[config.mk]
export PLATFORM = sky130hd
export DESIGN_NAME = pcie_layer_loader_flat
export DESIGN_NICKNAME = d
export VERILOG_FILES = /design/src/rtl/pcie_layer_loader_pkg.sv /design/src/rtl/pcie_layer_loader_if.sv /design/src/rtl/pcie_hdr_parser.sv /design/src/rtl/pcie_layer_loader.sv /design/src/flat_wrapper.sv
export SDC_FILE = /design/constraint.sdc
export NUM_CORES = 1
export LEC_CHECK = 0
export BUFFER_PORTS_ARGS = -buffer_cell sky130_fd_sc_hd__buf_4
export CORE_ASPECT_RATIO = 1.5
export CORE_MARGIN = 2
export CORE_UTILIZATION = 38
export DETAILED_ROUTE_END_ITERATION = 12
export GPL_TIMING_DRIVEN = 0
export HOLD_SLACK_MARGIN = 0.12
export PLACE_DENSITY = 0.69
export SLEW_MARGIN = 10
export SYNTH_ARGS = -nofsm -noshare
export SYNTH_HDL_FRONTEND = slang
export SYNTH_HIERARCHICAL = 1
export SYNTH_SLANG_ARGS = --single-unit
[constraint.sdc]
create_clock -name clk -period 4.3 [get_ports clk]
set_input_delay 0.215 -clock clk [delete_from_list [all_inputs] [get_ports clk]]
set_output_delay 0.215 -clock clk [all_outputs]
set_load 0.02 [all_outputs]
[src/rtl/pcie_layer_loader_pkg.sv]
// rtl/pcie_layer_loader_pkg.sv - shared types and defaults for the PCIe layer loader
package pcie_layer_loader_pkg;

  localparam int DEF_DATA_W       = 32;
  localparam int DEF_CNT_W        = 24;
  localparam int DEF_BIAS_DEPTH   = 4096;
  localparam int DEF_WEIGHT_DEPTH = 1048576;
  localparam int DEF_LAYER_DEPTH  = 262144;

  // Loader FSM encoding
  typedef enum logic [2:0] {
    S_IDLE   = 3'd0,
    S_HDR    = 3'd1,
    S_BIAS   = 3'd2,
    S_WEIGHT = 3'd3,
    S_DATA   = 3'd4,
    S_DONE   = 3'd5,
    S_ERR    = 3'd6
  } loadState_t;

  // Layer codes, same encoding as global_controller
  typedef enum logic [3:0] {
    LYR_IDLE  = 4'd0,
    LYR_CONV1 = 4'd1,
    LYR_CONV2 = 4'd2,
    LYR_CONV3 = 4'd3,
    LYR_CONV4 = 4'd4,
    LYR_CONV5 = 4'd5,
    LYR_POOL1 = 4'd6,
    LYR_POOL2 = 4'd7,
    LYR_POOL5 = 4'd8,
    LYR_FC6   = 4'd9,
    LYR_FC7   = 4'd10,
    LYR_FC8   = 4'd11
  } layer_t;

  // First write phase with a nonzero count, in bias/weight/data order
  function automatic loadState_t firstPhase(input logic biasNz, input logic weightNz,
                                            input logic dataNz);
    if (biasNz)        return S_BIAS;
    else if (weightNz) return S_WEIGHT;
    else if (dataNz)   return S_DATA;
    else               return S_DONE;
  endfunction

endpackage

[src/rtl/pcie_layer_loader_if.sv]
// rtl/pcie_layer_loader_if.sv - DMA word stream in, RAM write port out
interface pcie_layer_loader_if
  import pcie_layer_loader_pkg::*;
#(
  parameter int DATA_W = DEF_DATA_W,
  parameter int CNT_W  = DEF_CNT_W
);
  logic              s_valid;
  logic [DATA_W-1:0] s_data;
  logic              s_ready;
  logic              biasWrEn;
  logic              weightWrEn;
  logic              layerWrEn;
  logic [CNT_W-1:0]  wrAddr;
  logic [DATA_W-1:0] wrData;

  modport master (
    output s_valid, s_data,
    input  s_ready, biasWrEn, weightWrEn, layerWrEn, wrAddr, wrData
  );

  modport slave (
    input  s_valid, s_data,
    output s_ready, biasWrEn, weightWrEn, layerWrEn, wrAddr, wrData
  );
endinterface

[src/rtl/pcie_hdr_parser.sv]
// rtl/pcie_hdr_parser.sv - three-beat load header capture with RAM depth check
module pcie_hdr_parser
  import pcie_layer_loader_pkg::*;
#(
  parameter int CNT_W        = DEF_CNT_W,
  parameter int BIAS_DEPTH   = DEF_BIAS_DEPTH,
  parameter int WEIGHT_DEPTH = DEF_WEIGHT_DEPTH,
  parameter int LAYER_DEPTH  = DEF_LAYER_DEPTH
) (
  input  logic             clk,
  input  logic             rst,
  input  logic             ena,
  input  logic             clear,
  input  logic             beat,
  input  logic [CNT_W-1:0] word,
  output logic [CNT_W-1:0] biasCnt,
  output logic [CNT_W-1:0] weightCnt,
  output logic [CNT_W-1:0] dataCnt,
  output logic             hdrDone,
  output logic             hdrErr
);
  logic [1:0]       beatIdx;
  logic [CNT_W-1:0] dataCntQ;

  // Capture header words in order; beatIdx parks at 3 once the header is complete
  always_ff @(posedge clk) begin
    if (!rst) begin
      beatIdx   <= 2'd0;
      biasCnt   <= '0;
      weightCnt <= '0;
      dataCntQ  <= '0;
    end else if (ena) begin
      if (clear) begin
        beatIdx <= 2'd0;
      end else if (beat && beatIdx != 2'd3) begin
        case (beatIdx)
          2'd0:    biasCnt   <= word;
          2'd1:    weightCnt <= word;
          default: dataCntQ  <= word;
        endcase
        beatIdx <= beatIdx + 2'd1;
      end
    end
  end

  // The data count is live on the third beat so the loader can branch without a bubble
  assign hdrDone = beat && (beatIdx == 2'd2);
  assign dataCnt = (beatIdx == 2'd2) ? word : dataCntQ;
  assign hdrErr  = hdrDone && ((biasCnt > CNT_W'(BIAS_DEPTH)) ||
                               (weightCnt > CNT_W'(WEIGHT_DEPTH)) ||
                               (word > CNT_W'(LAYER_DEPTH)));
endmodule

[src/rtl/pcie_layer_loader.sv]
// rtl/pcie_layer_loader.sv - loads bias/weight/layer RAMs from the PCIe DMA stream
module pcie_layer_loader
  import pcie_layer_loader_pkg::*;
#(
  parameter int DATA_W       = DEF_DATA_W,
  parameter int CNT_W        = DEF_CNT_W,
  parameter int BIAS_DEPTH   = DEF_BIAS_DEPTH,
  parameter int WEIGHT_DEPTH = DEF_WEIGHT_DEPTH,
  parameter int LAYER_DEPTH  = DEF_LAYER_DEPTH
) (
  input  logic                clk,
  input  logic                rst,
  input  logic                ena,
  input  logic                pcieCmd,
  input  logic [3:0]          runLayer,
  pcie_layer_loader_if.slave  bus,
  output logic                pcieDataReady,
  output logic [3:0]          loadedLayer,
  output logic                loadErr
);
  loadState_t        state, stateNext;
  logic [CNT_W-1:0]  idx, idxNext;
  logic              biasWrQ, weightWrQ, layerWrQ;
  logic              biasWrN, weightWrN, layerWrN;
  logic [CNT_W-1:0]  wrAddrQ, wrAddrN;
  logic [DATA_W-1:0] wrDataQ, wrDataN;
  logic              readyN, loadErrN;
  logic [3:0]        loadedN;
  logic [CNT_W-1:0]  biasCnt, weightCnt, dataCnt;
  logic              hdrDone, hdrErr;
  logic              sReady, beat;

  assign sReady = ena && (state == S_HDR || state == S_BIAS ||
                          state == S_WEIGHT || state == S_DATA);
  assign beat   = bus.s_valid && sReady;

  pcie_hdr_parser #(
    .CNT_W(CNT_W), .BIAS_DEPTH(BIAS_DEPTH),
    .WEIGHT_DEPTH(WEIGHT_DEPTH), .LAYER_DEPTH(LAYER_DEPTH)
  ) u_hdr (
    .clk(clk), .rst(rst), .ena(ena),
    .clear(state == S_IDLE),
    .beat(beat && state == S_HDR),
    .word(bus.s_data[CNT_W-1:0]),
    .biasCnt(biasCnt), .weightCnt(weightCnt), .dataCnt(dataCnt),
    .hdrDone(hdrDone), .hdrErr(hdrErr)
  );

  // State register; ena low freezes the load in place
  always_ff @(posedge clk) begin
    if (!rst)     state <= S_IDLE;
    else if (ena) state <= stateNext;
  end

  // Next state, phase index and the registered write port contents
  always_comb begin
    stateNext = state;
    idxNext   = idx;
    biasWrN   = 1'b0;
    weightWrN = 1'b0;
    layerWrN  = 1'b0;
    wrAddrN   = wrAddrQ;
    wrDataN   = wrDataQ;
    readyN    = 1'b0;
    loadedN   = loadedLayer;
    loadErrN  = loadErr;
    case (state)
      S_IDLE: if (pcieCmd && !pcieDataReady) begin
        loadedN   = runLayer;
        stateNext = S_HDR;
      end
      S_HDR: if (hdrDone) begin
        idxNext = '0;
        if (hdrErr) begin
          stateNext = S_ERR;
          loadErrN  = 1'b1;
        end else begin
          stateNext = firstPhase(biasCnt != '0, weightCnt != '0, dataCnt != '0);
        end
      end
      S_BIAS: if (beat) begin
        biasWrN = 1'b1;
        wrAddrN = idx;
        wrDataN = bus.s_data;
        if (idx == biasCnt - CNT_W'(1)) begin
          idxNext   = '0;
          stateNext = firstPhase(1'b0, weightCnt != '0, dataCnt != '0);
        end else begin
          idxNext = idx + CNT_W'(1);
        end
      end
      S_WEIGHT: if (beat) begin
        weightWrN = 1'b1;
        wrAddrN   = idx;
        wrDataN   = bus.s_data;
        if (idx == weightCnt - CNT_W'(1)) begin
          idxNext   = '0;
          stateNext = firstPhase(1'b0, 1'b0, dataCnt != '0);
        end else begin
          idxNext = idx + CNT_W'(1);
        end
      end
      S_DATA: if (beat) begin
        layerWrN = 1'b1;
        wrAddrN  = idx;
        wrDataN  = bus.s_data;
        if (idx == dataCnt - CNT_W'(1)) begin
          idxNext   = '0;
          stateNext = S_DONE;
        end else begin
          idxNext = idx + CNT_W'(1);
        end
      end
      S_DONE: begin
        // Ready rises one cycle after entry and drops once the controller releases pcieCmd
        readyN = !(!pcieCmd && pcieDataReady);
        if (!pcieCmd && pcieDataReady) stateNext = S_IDLE;
      end
      S_ERR: ;
      default: stateNext = S_IDLE;
    endcase
  end

  // Datapath and status registers, held while ena is low
  always_ff @(posedge clk) begin
    if (!rst) begin
      idx           <= '0;
      biasWrQ       <= 1'b0;
      weightWrQ     <= 1'b0;
      layerWrQ      <= 1'b0;
      wrAddrQ       <= '0;
      wrDataQ       <= '0;
      pcieDataReady <= 1'b0;
      loadedLayer   <= 4'd0;
      loadErr       <= 1'b0;
    end else if (ena) begin
      idx           <= idxNext;
      biasWrQ       <= biasWrN;
      weightWrQ     <= weightWrN;
      layerWrQ      <= layerWrN;
      wrAddrQ       <= wrAddrN;
      wrDataQ       <= wrDataN;
      pcieDataReady <= readyN;
      loadedLayer   <= loadedN;
      loadErr       <= loadErrN;
    end
  end

  // A write pending when ena drops is masked, not lost; it issues once ena returns
  assign bus.s_ready    = sReady;
  assign bus.biasWrEn   = biasWrQ && ena;
  assign bus.weightWrEn = weightWrQ && ena;
  assign bus.layerWrEn  = layerWrQ && ena;
  assign bus.wrAddr     = wrAddrQ;
  assign bus.wrData     = wrDataQ;
endmodule

[src/flat_wrapper.sv]
// flat-port wrapper written by rule: the top's interface ports become plain ports
module pcie_layer_loader_flat import pcie_layer_loader_pkg::*;
#(
  parameter int DATA_W       = DEF_DATA_W,
  parameter int CNT_W        = DEF_CNT_W,
  parameter int BIAS_DEPTH   = DEF_BIAS_DEPTH,
  parameter int WEIGHT_DEPTH = DEF_WEIGHT_DEPTH,
  parameter int LAYER_DEPTH  = DEF_LAYER_DEPTH
)
  (clk, rst, ena, pcieCmd, runLayer, pcieDataReady, loadedLayer, loadErr, bus_s_valid, bus_s_data, bus_s_ready, bus_biasWrEn, bus_weightWrEn, bus_layerWrEn, bus_wrAddr, bus_wrData);
  pcie_layer_loader_if #(.DATA_W(DATA_W), .CNT_W(CNT_W)) bus_i ();
  input  logic clk;
  input  logic rst;
  input  logic ena;
  input  logic pcieCmd;
  input  logic [3:0] runLayer;
  output logic pcieDataReady;
  output logic [3:0] loadedLayer;
  output logic loadErr;
  input wire logic [$bits(bus_i.s_valid)-1:0] bus_s_valid;
  input wire logic [$bits(bus_i.s_data)-1:0] bus_s_data;
  output wire logic [$bits(bus_i.s_ready)-1:0] bus_s_ready;
  output wire logic [$bits(bus_i.biasWrEn)-1:0] bus_biasWrEn;
  output wire logic [$bits(bus_i.weightWrEn)-1:0] bus_weightWrEn;
  output wire logic [$bits(bus_i.layerWrEn)-1:0] bus_layerWrEn;
  output wire logic [$bits(bus_i.wrAddr)-1:0] bus_wrAddr;
  output wire logic [$bits(bus_i.wrData)-1:0] bus_wrData;
  assign bus_i.s_valid = bus_s_valid;
  assign bus_i.s_data = bus_s_data;
  assign bus_s_ready = bus_i.s_ready;
  assign bus_biasWrEn = bus_i.biasWrEn;
  assign bus_weightWrEn = bus_i.weightWrEn;
  assign bus_layerWrEn = bus_i.layerWrEn;
  assign bus_wrAddr = bus_i.wrAddr;
  assign bus_wrData = bus_i.wrData;
  pcie_layer_loader #(.DATA_W(DATA_W), .CNT_W(CNT_W), .BIAS_DEPTH(BIAS_DEPTH), .WEIGHT_DEPTH(WEIGHT_DEPTH), .LAYER_DEPTH(LAYER_DEPTH)) u_core (.clk(clk), .rst(rst), .ena(ena), .pcieCmd(pcieCmd), .runLayer(runLayer), .bus(bus_i), .pcieDataReady(pcieDataReady), .loadedLayer(loadedLayer), .loadErr(loadErr));
endmodule
# Word level (Yosys, flattened, before mapping)
# Cells that the tools add are included.
[totals] reg_bits=166 inputBits=41 out_inout_bits=66 word_cells=113
[classes] addsub=5 magnitude_cmp=3 n_eq_ne=21 mux=30 bitwise=3 reduce_logical=37
[op_table] op="$mux 24" n=8
[op_table] op="$pmux 24 s4" n=1
[op_table] op="$eq 24x24->1" n=3
[op_table] op="$reduce_bool 24->1" n=3
[op_table] op="$sub 24x1->24 const B" n=3
[op_table] op="$mux 3" n=12
[op_table] op="$add 24x1->24 const B" n=1
[op_table] op="$gt 24x13->1 const B" n=1
[op_table] op="$gt 24x19->1 const B" n=1
[op_table] op="$gt 24x21->1 const B" n=1
[op_table] op="$pmux 3 s7" n=1
[op_table] op="$reduce_and 4->1" n=4
[op_table] op="$logic_and 1x1->1" n=11
[op_table] op="$reduce_and 11->1" n=1
[op_table] op="$ne 2x1->1 const B" n=5
[op_table] op="$ne 2x2->1 const B" n=5
[op_table] op="$eq 3x3->1 const B" n=3
[op_table] op="$eq 3x2->1 const B" n=2
[op_table] op="$mux 1" n=6
[op_table] op="$reduce_and 3->1" n=2
[op_table] op="$reduce_and 6->1" n=1
[op_table] op="$logic_or 1x1->1" n=5
[op_table] op="$mux 2" n=2
[op_table] op="$reduce_bool 4->1" n=1
[op_table] op="12 further kinds" n=16

# Longest topological paths before layout
[depth] word_depth=12 ltp_mapped=18 depth_no_buf=14

# Cells and area by module
# Netlist, hierarchy kept.
[by_module_without_submodules] module="pcie_layer_loader" instances=1 cells_each=892 area_each_um2=6794.0 seq_area_each_um2=1841.8
[by_module_without_submodules] module="pcie_hdr_parser" instances=1 cells_each=392 area_each_um2=3570.9 seq_area_each_um2=1481.4

# Worst setup path before layout
# No wires, ideal clock.
[synth_timing] path_type="register to register" start="reg u_core.u_hdr.beatIdx[0]" end="reg u_core.idx[10]" setup_time_ns=0.122 arrival_ns=4.124 t_required_ns=4.178 path_slack_ns=0.055 path_stages_with_launch=18 path_buffers=5 synth_period_minus_slack_ns=4.245 cell_sequence="dfxtp_1 > inv_1 > ha_1 > clkbuf_1 > buf_2 > mux2_2 > or3_1 > buf_2 > or4_1 > buf_2 > nor4_2 > mux2_2 > o211ai_1 > nand4_1 > o21ai_2 > buf_2 > a211oi_1 > a221o_1"
[synth_between] elab_chain_cells=7 word_cells_on_any_way=10 classes_between="add/sub: 1; eq/ne: 3; mux: 4; reduce/logical: 2"
[synth_lines] item="start: declaration" line_no="pcie_hdr_parser.sv:22" rtl="logic [1:0] beatIdx;"
[synth_lines] item="start signal: assignment" line_no="pcie_hdr_parser.sv:41" rtl="beatIdx <= beatIdx + 2'd1;"
[synth_lines] item="$eq 2x2->1" line_no="pcie_hdr_parser.sv:48" rtl="assign dataCnt = (beatIdx == 2'd2) ? word : dataCntQ;"
[synth_lines] item="$mux 24" line_no="pcie_hdr_parser.sv:48"
[synth_lines] item="via u_core.dataCnt[2]" line_no="pcie_layer_loader.sv:29" rtl="logic [CNT_W-1:0] biasCnt, weightCnt, dataCnt;"
[synth_lines] item="$sub 24x1->24" line_no="pcie_layer_loader.sv:107" rtl="if (idx == dataCnt - CNT_W'(1)) begin"
[synth_lines] item="$eq 24x24->1" line_no="pcie_layer_loader.sv:107"
[synth_lines] item="$mux 24" line_no="pcie_layer_loader.sv:107"
[synth_lines] item="$mux 24" line_no="pcie_layer_loader.sv:103" rtl="S_DATA: if (beat) begin"
[synth_lines] item="$pmux 24 s4" line_no="pcie_layer_loader.sv:67" rtl="case (state)"
[synth_lines] item="end signal: assignment" line_no="pcie_layer_loader.sv:137" rtl="idx <= idxNext;"
[synth_lines] item="end: declaration" line_no="pcie_layer_loader.sv:22" rtl="logic [CNT_W-1:0] idx, idxNext;"
# The timed path passes the listed nets, and every way through them passes these cells. The select of a mux whose other input is x is not followed.
# A chain may end at the register's enable or synchronous reset.

# Worst setup path in the final report
[layout_timing] start="reg u_core.u_hdr.beatIdx[0]" end="reg u_core.state[1]"
[layout_between] elab_chain_cells=6 word_cells_on_any_way=12 classes_between="add/sub: 1; eq/ne: 4; mux: 4; reduce/logical: 3"
[layout_lines] item="$eq 2x2->1" line_no="pcie_hdr_parser.sv:48"
[layout_lines] item="$mux 24" line_no="pcie_hdr_parser.sv:48"
[layout_lines] item="via u_core.dataCnt[2]" line_no="pcie_layer_loader.sv:29"
[layout_lines] item="$sub 24x1->24" line_no="pcie_layer_loader.sv:107"
[layout_lines] item="$eq 24x24->1" line_no="pcie_layer_loader.sv:107"
[layout_lines] item="$ne 2x2->1 (no line)"
[layout_lines] item="$reduce_and 11->1 (no line)"
[layout_lines] item="end signal: assignment" line_no="pcie_layer_loader.sv:52" rtl="else if (ena) state <= stateNext;"
[layout_lines] item="end: declaration" line_no="pcie_layer_loader.sv:21" rtl="loadState_t state, stateNext;"
# The timed path passes the listed nets, and every way through them passes these cells. The select of a mux whose other input is x is not followed.

==> results.sh <==
export IMPL_cap_viol_max_count=0
export IMPL_top_layer="met4"
export IMPL_cts_made_buffers=17
export IMPL_finalHoldViolations=0
export IMPL_layout_commonest_cell="nand2_1"
export IMPL_syn_num_nets=1333
export IMPL_final_antenna_net_count=0
export IMPL_rows=74
export IMPL_power_density_mw_per_mm2=278
export IMPL_fin_skew_ns=0.0116
export IMPL_synth_top_area_share_pct=32.1
export IMPL_dp_hpwl_um=26100
export IMPL_nNetsFinal=1499
export IMPL_max_freq_mhz=242
export IMPL_netlist_top_cells_area="dfxtp_1 32%, nand2_1 11%, a21boi_2 6.5%, a21boi_0 5.4%, xnor2_1 5.2%"
export IMPL_status="complete, no violations"
export IMPL_diodes=0
export IMPL_fin_tns_setup_ns=0
export IMPL_dr_pass1_iters=5
export IMPL_hold_path_class="in -> reg"
export IMPL_insertion_delay_ns=0.45
export IMPL_synth_cell_types=81
export IMPL_grt_pass1_wl_um=53900
export IMPL_synth_edf_count=0
export IMPL_fp_dieH_um=206
export IMPL_io_buffers=105
export IMPL_timing_slew_headroom_pct=42.8
export IMPL_seq_area_frac_synth_pct=32.1
export IMPL_start_util_pct=38.3
export IMPL_path_max_fanout=10
export IMPL_io_pins=107
export IMPL_cts_buffer_depth=2
export IMPL_p_leak_nw=4.65
export IMPL_timing_final_crit_period_ns=4.13
export IMPL_dr_total_vias=10200
export IMPL_met1_length_um=14000
export IMPL_drt_wirelength_per_cell_um=19.6
export IMPL_htreeDepth=4
export IMPL_grt_overflow=0
export IMPL_cts_root_buffer="clkbuf_16"
export IMPL_placed_cell_area_mm2=0.0116
export IMPL_core_area_mm2=0.0270
export IMPL_synth_cell_area_mm2=0.0104
export IMPL_critical_path_class="reg -> reg"
export IMPL_timing_final_crit_share_pct=96.0
export IMPL_antenna_found_initial=0
export IMPL_tightest_slew_ns=0.850
export IMPL_cts_tree="yes"
export IMPL_setup_viol=0
export IMPL_peakVddDrop_mv=0.286
export IMPL_end_kind="flop"
export IMPL_final_area_mm2=0.0127
export IMPL_synth_flop_cell="dfxtp_1"
export IMPL_clkTransAtPathRegs_ns=0.06
export IMPL_drive_gt1_share_pct=19.5
export IMPL_cts_sinks=166
export IMPL_dr_wl_met3_um=1830
export IMPL_drt_initial_drc_count=1005
export IMPL_areaGrowthSynthToFinish_pct=22.2
export IMPL_syn_avg_cell_area_um2=8.07
export IMPL_required_ns=4.63
export IMPL_place_congestion=0.976
export IMPL_first_global_vias=9686
export IMPL_slew_viol_final=0
export IMPL_layout_setup_ws_ns=0.172
export IMPL_cp_start_kind="flop"
export IMPL_synth_top_area_cell="dfxtp_1"
export IMPL_die_area_mm2=0.0286
export IMPL_viasPerCell=5.64
export IMPL_ys_seq_elements=166
export IMPL_routed_wl_um=35400
export IMPL_grtUsageTotal_pct=24.1
export IMPL_cp_arrival_ns=4.45
export IMPL_grt_max_degree=17
export IMPL_synth_warnings=6
export IMPL_most_common_layout_cells="312 x nand2_1, 164 x dfxtp_1, 111 x buf_4, 74 x a21boi_0, 63 x clkbuf_1"
export IMPL_syn_inst=1284
export IMPL_die_x_um=139
export IMPL_route_met2_wl_um=17200
export IMPL_async_reset_ff_share_pct=0
export IMPL_drc=0
export IMPL_post_place_ws_ns=-0.506
==> final timing paths <==
kind / from / end / slack [ns] / cells after the start
setup / recovery: u_core/u_hdr/beatIdx[0] / u_core/state[1] / 0.17 / 16
hold / removal: bus_s_valid / u_core/biasWrQ / 0.20 / 4
setup reg to reg: u_core/u_hdr/beatIdx[0] / u_core/state[1] / 0.17 / 16
hold reg to reg: u_core/bus.wrAddr[10] / u_core/bus.wrAddr[10] / 0.46 / 2
==> flip-flops by register name, summed over array words and instances (netlist names) <==
register,cells
u_core/biasWrQ,1
u_core/bus.wrAddr,24
u_core/bus.wrData,32
u_core/idx,24
u_core/layerWrQ,1
u_core/loadErr,1
u_core/loadedLayer,4
u_core/pcieDataReady,1
u_core/state,3
u_core/u_hdr/beatIdx,2
u_core/u_hdr/biasCnt,24
u_core/u_hdr/dataCntQ,24
u_core/u_hdr/weightCnt,24
u_core/weightWrQ,1
==> where the power goes <==
group	switching, mW	total (mW)	internal [mW]
Clock	0.665	1.60	0.932
Combinational	0.211	0.360	0.149
Sequential	0.00970	1.56	1.55
Total	0.885	3.52	2.63
==> cells by family (layout without fill, tap and decap cells) <==
family                   after synthesis  in the layout  synth area share (%)
XOR/XNOR                              88             88                  7.44
AND/OR/NAND/NOR                      579            579                  27.0
buffers and inverters                114            292                  5.19
flip-flops                           166            166                  32.1
AO/OA/AOI/OAI                        294            294                  23.6
multiplexers                          35             35                  3.69
adder cells (fa/ha/maj)                8              8                 0.966
==> critical path: stages, from the launching register on <==
cell and delay [ns]:
dfxtp_2 0.35, inv_2 0.10, ha_4 0.19, buf_8 0.15, mux2_4 0.33, or3_1 0.36
buf_2 0.17, or4_1 0.40, buf_4 0.19, nor4_4 0.30, mux2_2 0.36, o211ai_1 0.10
nand4_1 0.17, o21ai_4 0.32, buf_6 0.15, nand4_1 0.19, mux2i_1 0.17
==> per-layer routing <==
layer  vias to the layer above  GRT usage (%)
li1                       4860              -
met1                      4790           27.4
met2                       396           41.3
met3                       132           3.89
met4                         0           16.8
met5                         -              0
==> synthesized netlist by cell type, types with 7 or more instances <==
master	count
nand2_1	312
dfxtp_1	166
a21boi_0	75
clkbuf_1	62
xnor2_1	61
a21boi_2	60
nor2_1	46
nor4_1	29
nand3_1	28
xor2_1	27
mux2_2	26
nor3_1	26
o21ai_0	25
inv_1	22
a21o_1	21
or4_1	18
a221oi_1	17
nand4_1	17
or3_1	16
nand2b_1	15
nor2b_1	15
buf_2	13
a21oi_1	12
buf_6	12
and2_1	11
mux2i_1	9
and3_1	8
ha_1	8
o211ai_1	8
or2_2	8
a31oi_1	7
o31ai_1	7
==> what timing repair did <==
item                                    in CTS  in global routing
pin swaps                                    3                  3
hold endpoints to repair                   109                  0
gates resized for setup                      8                 15
cloned                                       0                  1
endpoints found under the setup margin      57                 51
setup buffers                                3                  2
hold buffers                                37                  0
==> metrics by stage <==
stage | utilization (%) | cells | hold WS (ns) | power (mW)
2_1_floorplan | - | 1284 | 0.360 | 1.78
3_3_place_gp | 42.8 | 1731 | 0.451 | 1.91
3_5_place_dp | 42.8 | 1731 | 0.454 | 1.92
4_1_cts | 46.6 | 1801 | 0.177 | 3.53
5_1_grt | 46.8 | 1804 | 0.211 | 3.63
6_report | 46.8 | 1804 | 0.197 | 3.52
==> area by class of cell <==
type                            instances  area [um^2]
Buffer                                 91          478
Sequential cell                       166         3330
Clock inverter                         10          148
Multi-Input combinational cell       1004         6540
Tap cell                              342          428
Clock buffer                           21          450
Timing Repair Buffer                  148         1200
Inverter                               22         82.6
Fill cell                            2676        14400
No activity file was read; power rests on OpenSTA's default activity.
